File: src/rtl/conv_pkg.sv
// ============================================================================
// Module      : conv_pkg
// Description : Shared definitions for the convolution result writer:
//               default data/address widths, layer-memory select codes and
//               the writer state enumeration.
// Revision    : 1.0 - initial release
// ============================================================================
`default_nettype none

package conv_pkg;

    // 4-bit signed integer part plus 16-bit fraction
    localparam int DATAW = 20;
    // 64x64 image, row-major {y[5:0], x[5:0]}
    localparam int ADDRW = 12;

    localparam logic [2:0] CSEL_NONE = 3'b000;
    localparam logic [2:0] CSEL_L0K0 = 3'b001;
    localparam logic [2:0] CSEL_L0K1 = 3'b010;

    typedef enum logic [1:0] {
        ST_IDLE   = 2'd0,
        ST_WR_K0  = 2'd1,
        ST_WR_K1  = 2'd2,
        ST_FINISH = 2'd3
    } wr_state_t;

endpackage

`default_nettype wire

File: src/rtl/result_skid_buf.sv
// ============================================================================
// Module      : result_skid_buf
// Description : One-entry pending buffer for a kernel-0/kernel-1 result pair.
//               A push into a full buffer drops the new pair and sets a
//               sticky overflow flag that only reset clears.
// Revision    : 1.0 - initial release
// ============================================================================
`default_nettype none

module result_skid_buf #(
    parameter int DATAW = 20
) (
    input  logic             clk,
    input  logic             reset,
    input  logic             push,
    input  logic             pop,
    input  logic [DATAW-1:0] din_k0,
    input  logic [DATAW-1:0] din_k1,
    output logic             valid,
    output logic [DATAW-1:0] dout_k0,
    output logic [DATAW-1:0] dout_k1,
    output logic             overflow
);

    // Hold one pair; a push while occupied (even while draining) is dropped
    always_ff @(posedge clk) begin
        if (!reset) begin
            valid    <= 1'b0;
            overflow <= 1'b0;
            dout_k0  <= '0;
            dout_k1  <= '0;
        end else begin
            if (pop) begin
                valid <= 1'b0;
            end
            if (push) begin
                if (valid) begin
                    overflow <= 1'b1;
                end else begin
                    valid   <= 1'b1;
                    dout_k0 <= din_k0;
                    dout_k1 <= din_k1;
                end
            end
        end
    end

endmodule

`default_nettype wire

File: src/rtl/conv_result_writer.sv
// ============================================================================
// Module      : conv_result_writer
// Description : Writes each kernel-0/kernel-1 convolution result pair into
//               layer-0 memory as two consecutive write cycles at the current
//               pixel address, with a one-entry pending buffer for strobes
//               that arrive while a pair is still being written.
//               Build option: WRITER_RELU_EN applies ReLU at the write port
//               (negative values are written as zero).
// Revision    : 1.0 - initial release
// ============================================================================
`default_nettype none

module conv_result_writer #(
    parameter int DATAW = conv_pkg::DATAW,
    parameter int ADDRW = conv_pkg::ADDRW
) (
    input  logic             clk,
    input  logic             reset,
    input  logic             en,
    input  logic             done,
    input  logic [DATAW-1:0] resultK0,
    input  logic [DATAW-1:0] resultK1,
    output logic             ready,
    output logic             cwr,
    output logic [2:0]       csel,
    output logic [ADDRW-1:0] caddr_wr,
    output logic [DATAW-1:0] cdata_wr,
    output logic             frame_done,
    output logic             overflow
);

    import conv_pkg::*;

    wr_state_t        state, state_nxt;
    logic [ADDRW-1:0] pix_cnt;
    logic [DATAW-1:0] cur_k0, cur_k1;
    logic [DATAW-1:0] pend_k0, pend_k1;
    logic [DATAW-1:0] wr_data;
    logic             pend_valid;
    logic             sampled;
    logic             last_pix;
    logic             take_new;
    logic             pop;
    logic             push;

    assign sampled  = done && en;
    assign last_pix = (pix_cnt == {ADDRW{1'b1}});
    // Any strobe not loaded straight into the write registers goes to the buffer
    assign push     = sampled && !take_new;
    assign ready    = !pend_valid;

    result_skid_buf #(
        .DATAW (DATAW)
    ) u_skid (
        .clk      (clk),
        .reset    (reset),
        .push     (push),
        .pop      (pop),
        .din_k0   (resultK0),
        .din_k1   (resultK1),
        .valid    (pend_valid),
        .dout_k0  (pend_k0),
        .dout_k1  (pend_k1),
        .overflow (overflow)
    );

    // State register, pixel counter and the pair currently being written
    always_ff @(posedge clk) begin
        if (!reset) begin
            state   <= ST_IDLE;
            pix_cnt <= '0;
            cur_k0  <= '0;
            cur_k1  <= '0;
        end else begin
            state <= state_nxt;
            if (state == ST_WR_K1) begin
                pix_cnt <= pix_cnt + ADDRW'(1);
            end
            if (take_new) begin
                cur_k0 <= resultK0;
                cur_k1 <= resultK1;
            end else if (pop) begin
                cur_k0 <= pend_k0;
                cur_k1 <= pend_k1;
            end
        end
    end

    // Next-state selection; a buffered pair has priority over a fresh strobe,
    // and a fresh strobe with an empty buffer is written back-to-back
    always_comb begin
        state_nxt = state;
        take_new  = 1'b0;
        pop       = 1'b0;
        case (state)
            ST_IDLE: begin
                if (sampled) begin
                    take_new  = 1'b1;
                    state_nxt = ST_WR_K0;
                end
            end
            ST_WR_K0: begin
                state_nxt = ST_WR_K1;
            end
            ST_WR_K1: begin
                if (last_pix) begin
                    state_nxt = ST_FINISH;
                end else if (pend_valid) begin
                    pop       = 1'b1;
                    state_nxt = ST_WR_K0;
                end else if (sampled) begin
                    take_new  = 1'b1;
                    state_nxt = ST_WR_K0;
                end else begin
                    state_nxt = ST_IDLE;
                end
            end
            ST_FINISH: begin
                if (pend_valid) begin
                    pop       = 1'b1;
                    state_nxt = ST_WR_K0;
                end else if (sampled) begin
                    take_new  = 1'b1;
                    state_nxt = ST_WR_K0;
                end else begin
                    state_nxt = ST_IDLE;
                end
            end
            default: begin
                state_nxt = ST_IDLE;
            end
        endcase
    end

    // Write-port data, optionally clamped to zero for negative values
    always_comb begin
        wr_data = (state == ST_WR_K0) ? cur_k0 : cur_k1;
`ifdef WRITER_RELU_EN
        if (wr_data[DATAW-1]) begin
            wr_data = '0;
        end
`endif
    end

    // Memory-port outputs decoded from the current state
    always_comb begin
        cwr        = 1'b0;
        csel       = CSEL_NONE;
        caddr_wr   = '0;
        cdata_wr   = '0;
        frame_done = 1'b0;
        case (state)
            ST_WR_K0: begin
                cwr      = 1'b1;
                csel     = CSEL_L0K0;
                caddr_wr = pix_cnt;
                cdata_wr = wr_data;
            end
            ST_WR_K1: begin
                cwr      = 1'b1;
                csel     = CSEL_L0K1;
                caddr_wr = pix_cnt;
                cdata_wr = wr_data;
            end
            ST_FINISH: begin
                frame_done = 1'b1;
            end
            default: begin
                cwr = 1'b0;
            end
        endcase
    end

endmodule

`default_nettype wire

File: config.mk
export PLATFORM = sky130hd
export DESIGN_NAME = conv_result_writer
export DESIGN_NICKNAME = d
export VERILOG_FILES = /design/src/rtl/conv_pkg.sv /design/src/rtl/result_skid_buf.sv /design/src/rtl/conv_result_writer.sv
export SDC_FILE = /design/constraint.sdc
export NUM_CORES = 1
export LEC_CHECK = 0
export BUFFER_PORTS_ARGS = -buffer_cell sky130_fd_sc_hd__buf_2
export CORE_MARGIN = 1
export CORE_UTILIZATION = 35
export CTS_CLUSTER_DIAMETER = 150
export DETAILED_ROUTE_END_ITERATION = 10
export SYNTH_ARGS = -nofsm -noshare
export SYNTH_HDL_FRONTEND = slang
export SYNTH_SLANG_ARGS = --single-unit
File: constraint.sdc
create_clock -name clk -period 2.9 [get_ports clk]
set_clock_uncertainty 0.2 [all_clocks]
set_input_delay 0.58 -clock clk [delete_from_list [all_inputs] [get_ports clk]]
set_output_delay 0.58 -clock clk [all_outputs]
set_load 0.01 [all_outputs]
==> metrics.log <==
INFO  metric areaGrowthSynthToFinish = 16.9%
INFO  metric die_y = between 100 and 150 microns
INFO  metric dieArea = 14600 sq um
INFO  metric synth_fp_nets = 570
INFO  metric io_buffer_count = 81
INFO  metric synth_seq_cells = 96
INFO  metric fin_tns_setup = 0 ps
INFO  metric hpwl = approximately 8400 microns
INFO  metric cts-htree-levels = 3
INFO  metric route.detailed.drc = 0
INFO  metric grt_pass1_vias = slightly above 4000
INFO  metric routedWlPerCell = roughly 17 microns
INFO  metric min_delay_path_depth = 2
INFO  metric design.core.area = ~14000 sq um
INFO  metric cts_repair_resize_count = 0
INFO  metric share_of_final_layout_standard_cells_stronger_than_drive_strength_1 = 0.207
INFO  metric rr_endpoint = cur_k1[10]
INFO  metric post-cts-setup-buffers = 0
INFO  metric reg2reg_setup_slack = approximately 320 ps
INFO  metric tightestPinTransition = 524 ps
INFO  metric cap_viol_max_count = 0
INFO  metric max-vdd-ir-drop = ~0.00031 V
INFO  metric run_status = finished, final reports clean
INFO  metric hold_viol_final = 0
INFO  metric synth_top_cells_by_area = sky130_fd_sc_hd__dfxtp_1 39%, sky130_fd_sc_hd__mux2i_1 12%, sky130_fd_sc_hd__a221o_1 8.1%
INFO  metric cp-start-kind = flop
INFO  metric timing.hold.worst.start = u_skid.dout_k1[9]
INFO  metric period_minus_slack = ~2700 ps
INFO  metric post-synth-top-area-fraction = 0.389
INFO  metric initialDrtViolationCount = roughly 310
INFO  metric timing.reg2reg.worst_path_depth = 8
INFO  metric synth-edff-count = 0
INFO  metric worst_setup_hold_path_clk_slew = around 60 ps
INFO  metric synth.most_common_cell = sky130_fd_sc_hd__dfxtp_1
INFO  metric grt_start_max_net_pins = 52
INFO  metric syn-instance-count = 520
INFO  metric critical_path.endpoint_type = output pin
INFO  metric min_period_over_period = 0.932
INFO  metric cts-root-buf = sky130_fd_sc_hd__clkbuf_16
INFO  metric end_point_of_the_worst_hold_path = u_skid.dout_k1[9]
INFO  metric grt_antenna_before_repair = 1
INFO  metric critPathMaxFanout = 12
INFO  metric grt_setup_unrepaired = false
INFO  metric initial_core_util = 0.358
INFO  metric grt_pass1_wl = about 21000 microns
INFO  metric asyncSetResetFlopFracSynth = 0
INFO  metric routed-via-count = 4048
INFO  metric floorplan.rows = 43
INFO  metric tritoncts = done
INFO  metric synth.cells.most_frequent = 96 x sky130_fd_sc_hd__dfxtp_1, 88 x sky130_fd_sc_hd__nand2_1, 61 x sky130_fd_sc_hd__mux2i_1
INFO  metric yosysWarnings = 0
INFO  metric synth.largest_area_cell = sky130_fd_sc_hd__dfxtp_1
INFO  metric drt_pre_antenna_iters = 4
INFO  metric clock_path_buffers = 2
INFO  metric number_of_pins_exceeding_their_max_slew_limit_in_the_final_report = 0
INFO  metric max_slew_margin = 0.650
INFO  metric synth_sequential_area_ratio = 0.389
INFO  metric routed_wirelength = ~13000 microns
INFO  metric synthesis.area_per_instance = approximately 9.5 sq um
INFO  metric reg2reg_from = state[0]
INFO  metric p_leak = between 2 and 3 nW
INFO  metric tot_gr_track_use = 0.184
INFO  metric cell_area_after_synthesis = approximately 5000 sq um
INFO  metric crit_required = around 2100 ps
INFO  metric overflow = 0
INFO  metric n_antenna_cell = 0
INFO  metric route.detailed.vias_per_inst = 5.33
INFO  metric tritoncts_num_sinks = 96
INFO  metric post_route_ant_nets = 0
INFO  metric min-delay-path-class = reg2reg
INFO  metric finalPower = around 0.0037 W
INFO  metric synth.lib_cells_used.distinct = 35
INFO  metric clock_insertion_delay_worst_skew = 350 ps
INFO  metric worst_ep_arrival_time = about 1900 ps
INFO  metric ys_dominant_reg_cell = sky130_fd_sc_hd__dfxtp_1
INFO  metric floorplan.io_pins = 83
INFO  metric worst-setup-path-type = reg2out
INFO  metric power_per_cell_area = 634 nW/um^2
INFO  metric holdBufCountCts = 0
INFO  metric fmax = 370 MHz
INFO  metric gp_congestion = roughly 0.77
INFO  metric cts-buffers-inserted = 9
INFO  metric die_w = 121 microns
INFO  metric nets = approximately 630
INFO  metric setup_viol_count_final = 0
-- layout by cell type (no fill, tap or decap), drive strengths merged --
| cell | n |
|---|---|
| and2 | 23 |
| a221o | 40 |
| nand4 | 6 |
| or2 | 1 |
| o311a | 1 |
| mux2i | 61 |
| dfxtp | 96 |
| a21o | 40 |
| inv | 4 |
| a21oi | 3 |
| nor4 | 1 |
| nand2b | 2 |
| xnor2 | 8 |
| o211a | 40 |
| buf | 98 |
| conb | 1 |
| and3 | 2 |
| nand2 | 88 |
| o21a | 2 |
| o21ai | 4 |
| a21boi | 1 |
| nor2b | 22 |
| a31oi | 1 |
| clkbuf | 13 |
| ha | 6 |
| xor2 | 3 |
| nand3 | 1 |
| and4 | 1 |
| clkinv | 2 |
| nor2 | 9 |
-- logic make-up after synthesis --
group | share of synthesized area
AND/OR/NAND/NOR | 0.153
adder cells (fa/ha/maj) | 0.0152
buffers and inverters | 0.0610
AO/OA/AOI/OAI | 0.238
other | 0.000758
multiplexers | 0.123
XOR/XNOR | 0.0195
flip-flops | 0.389
-- critical path, stage by stage, from the launching register on --
cell and delay (ps):
sky130_fd_sc_hd__dfxtp_1 340, sky130_fd_sc_hd__inv_1 140, sky130_fd_sc_hd__ha_1 310, sky130_fd_sc_hd__buf_4 310, sky130_fd_sc_hd__mux2i_1 120, sky130_fd_sc_hd__nor2b_1 190
sky130_fd_sc_hd__buf_2 170
-- routing by layer --
layer  up-vias  part of all wire  global-route usage
li1       1971                 -                   -
met1      1960              0.44               0.224
met2       100              0.50               0.317
met3        15             0.047              0.0418
met4         2             0.010              0.0648
met5         -           0.00062                   0
-- through the flow --
stage	instances	hold slack, ps	area (sq um)	worst slack, ps	utilization
floorplan	520	235	4950	445	-
global placement	745	243	5500	417	0.398
detailed placement	745	247	5500	310	0.398
CTS	760	261	5780	204	0.418
global route	760	276	5780	46.6	0.418
finish	760	258	5780	197	0.418
-- worst max path at each step --
stage / startpoint / end / slack [ps] / cells past startpoint
after global routing: state[1] / cdata_wr[1] / 50 / 6
after floorplan: state[1] / cdata_wr[0] / 440 / 6
after global placement: state[0] / cur_k1[10] / 420 / 8
after CTS: state[1] / cdata_wr[1] / 200 / 6
after detailed placement: state[0] / cur_k1[10] / 310 / 8
final: state[1] / cdata_wr[1] / 200 / 6
-- flip-flops by register name (all words and copies together), names as in the netlist --
signal / cells
cur_k0: 20
cur_k1: 20
pix_cnt: 12
state: 2
u_skid.dout_k0: 20
u_skid.dout_k1: 20
u_skid.overflow: 1
u_skid.valid: 1
-- final cells by class --
cell class,instances,area (sq um)
clock buffer,13,270
clock inverter,2,13.8
fill,1388,8050
inverter,4,15.0
multi-input combinational,367,2750
sequential,96,1920
tap,180,225
timing repair buffer,98,586
-- power breakdown --
| group | switching, W | internal (W) |
|---|---|---|
| Combinational | 0.000483 | 0.000471 |
| Clock | 0.000493 | 0.000647 |
| Sequential | 0.0000973 | 0.00147 |
| Total | 0.00107 | 0.00259 |
No activity file was read; power rests on OpenSTA's default activity.
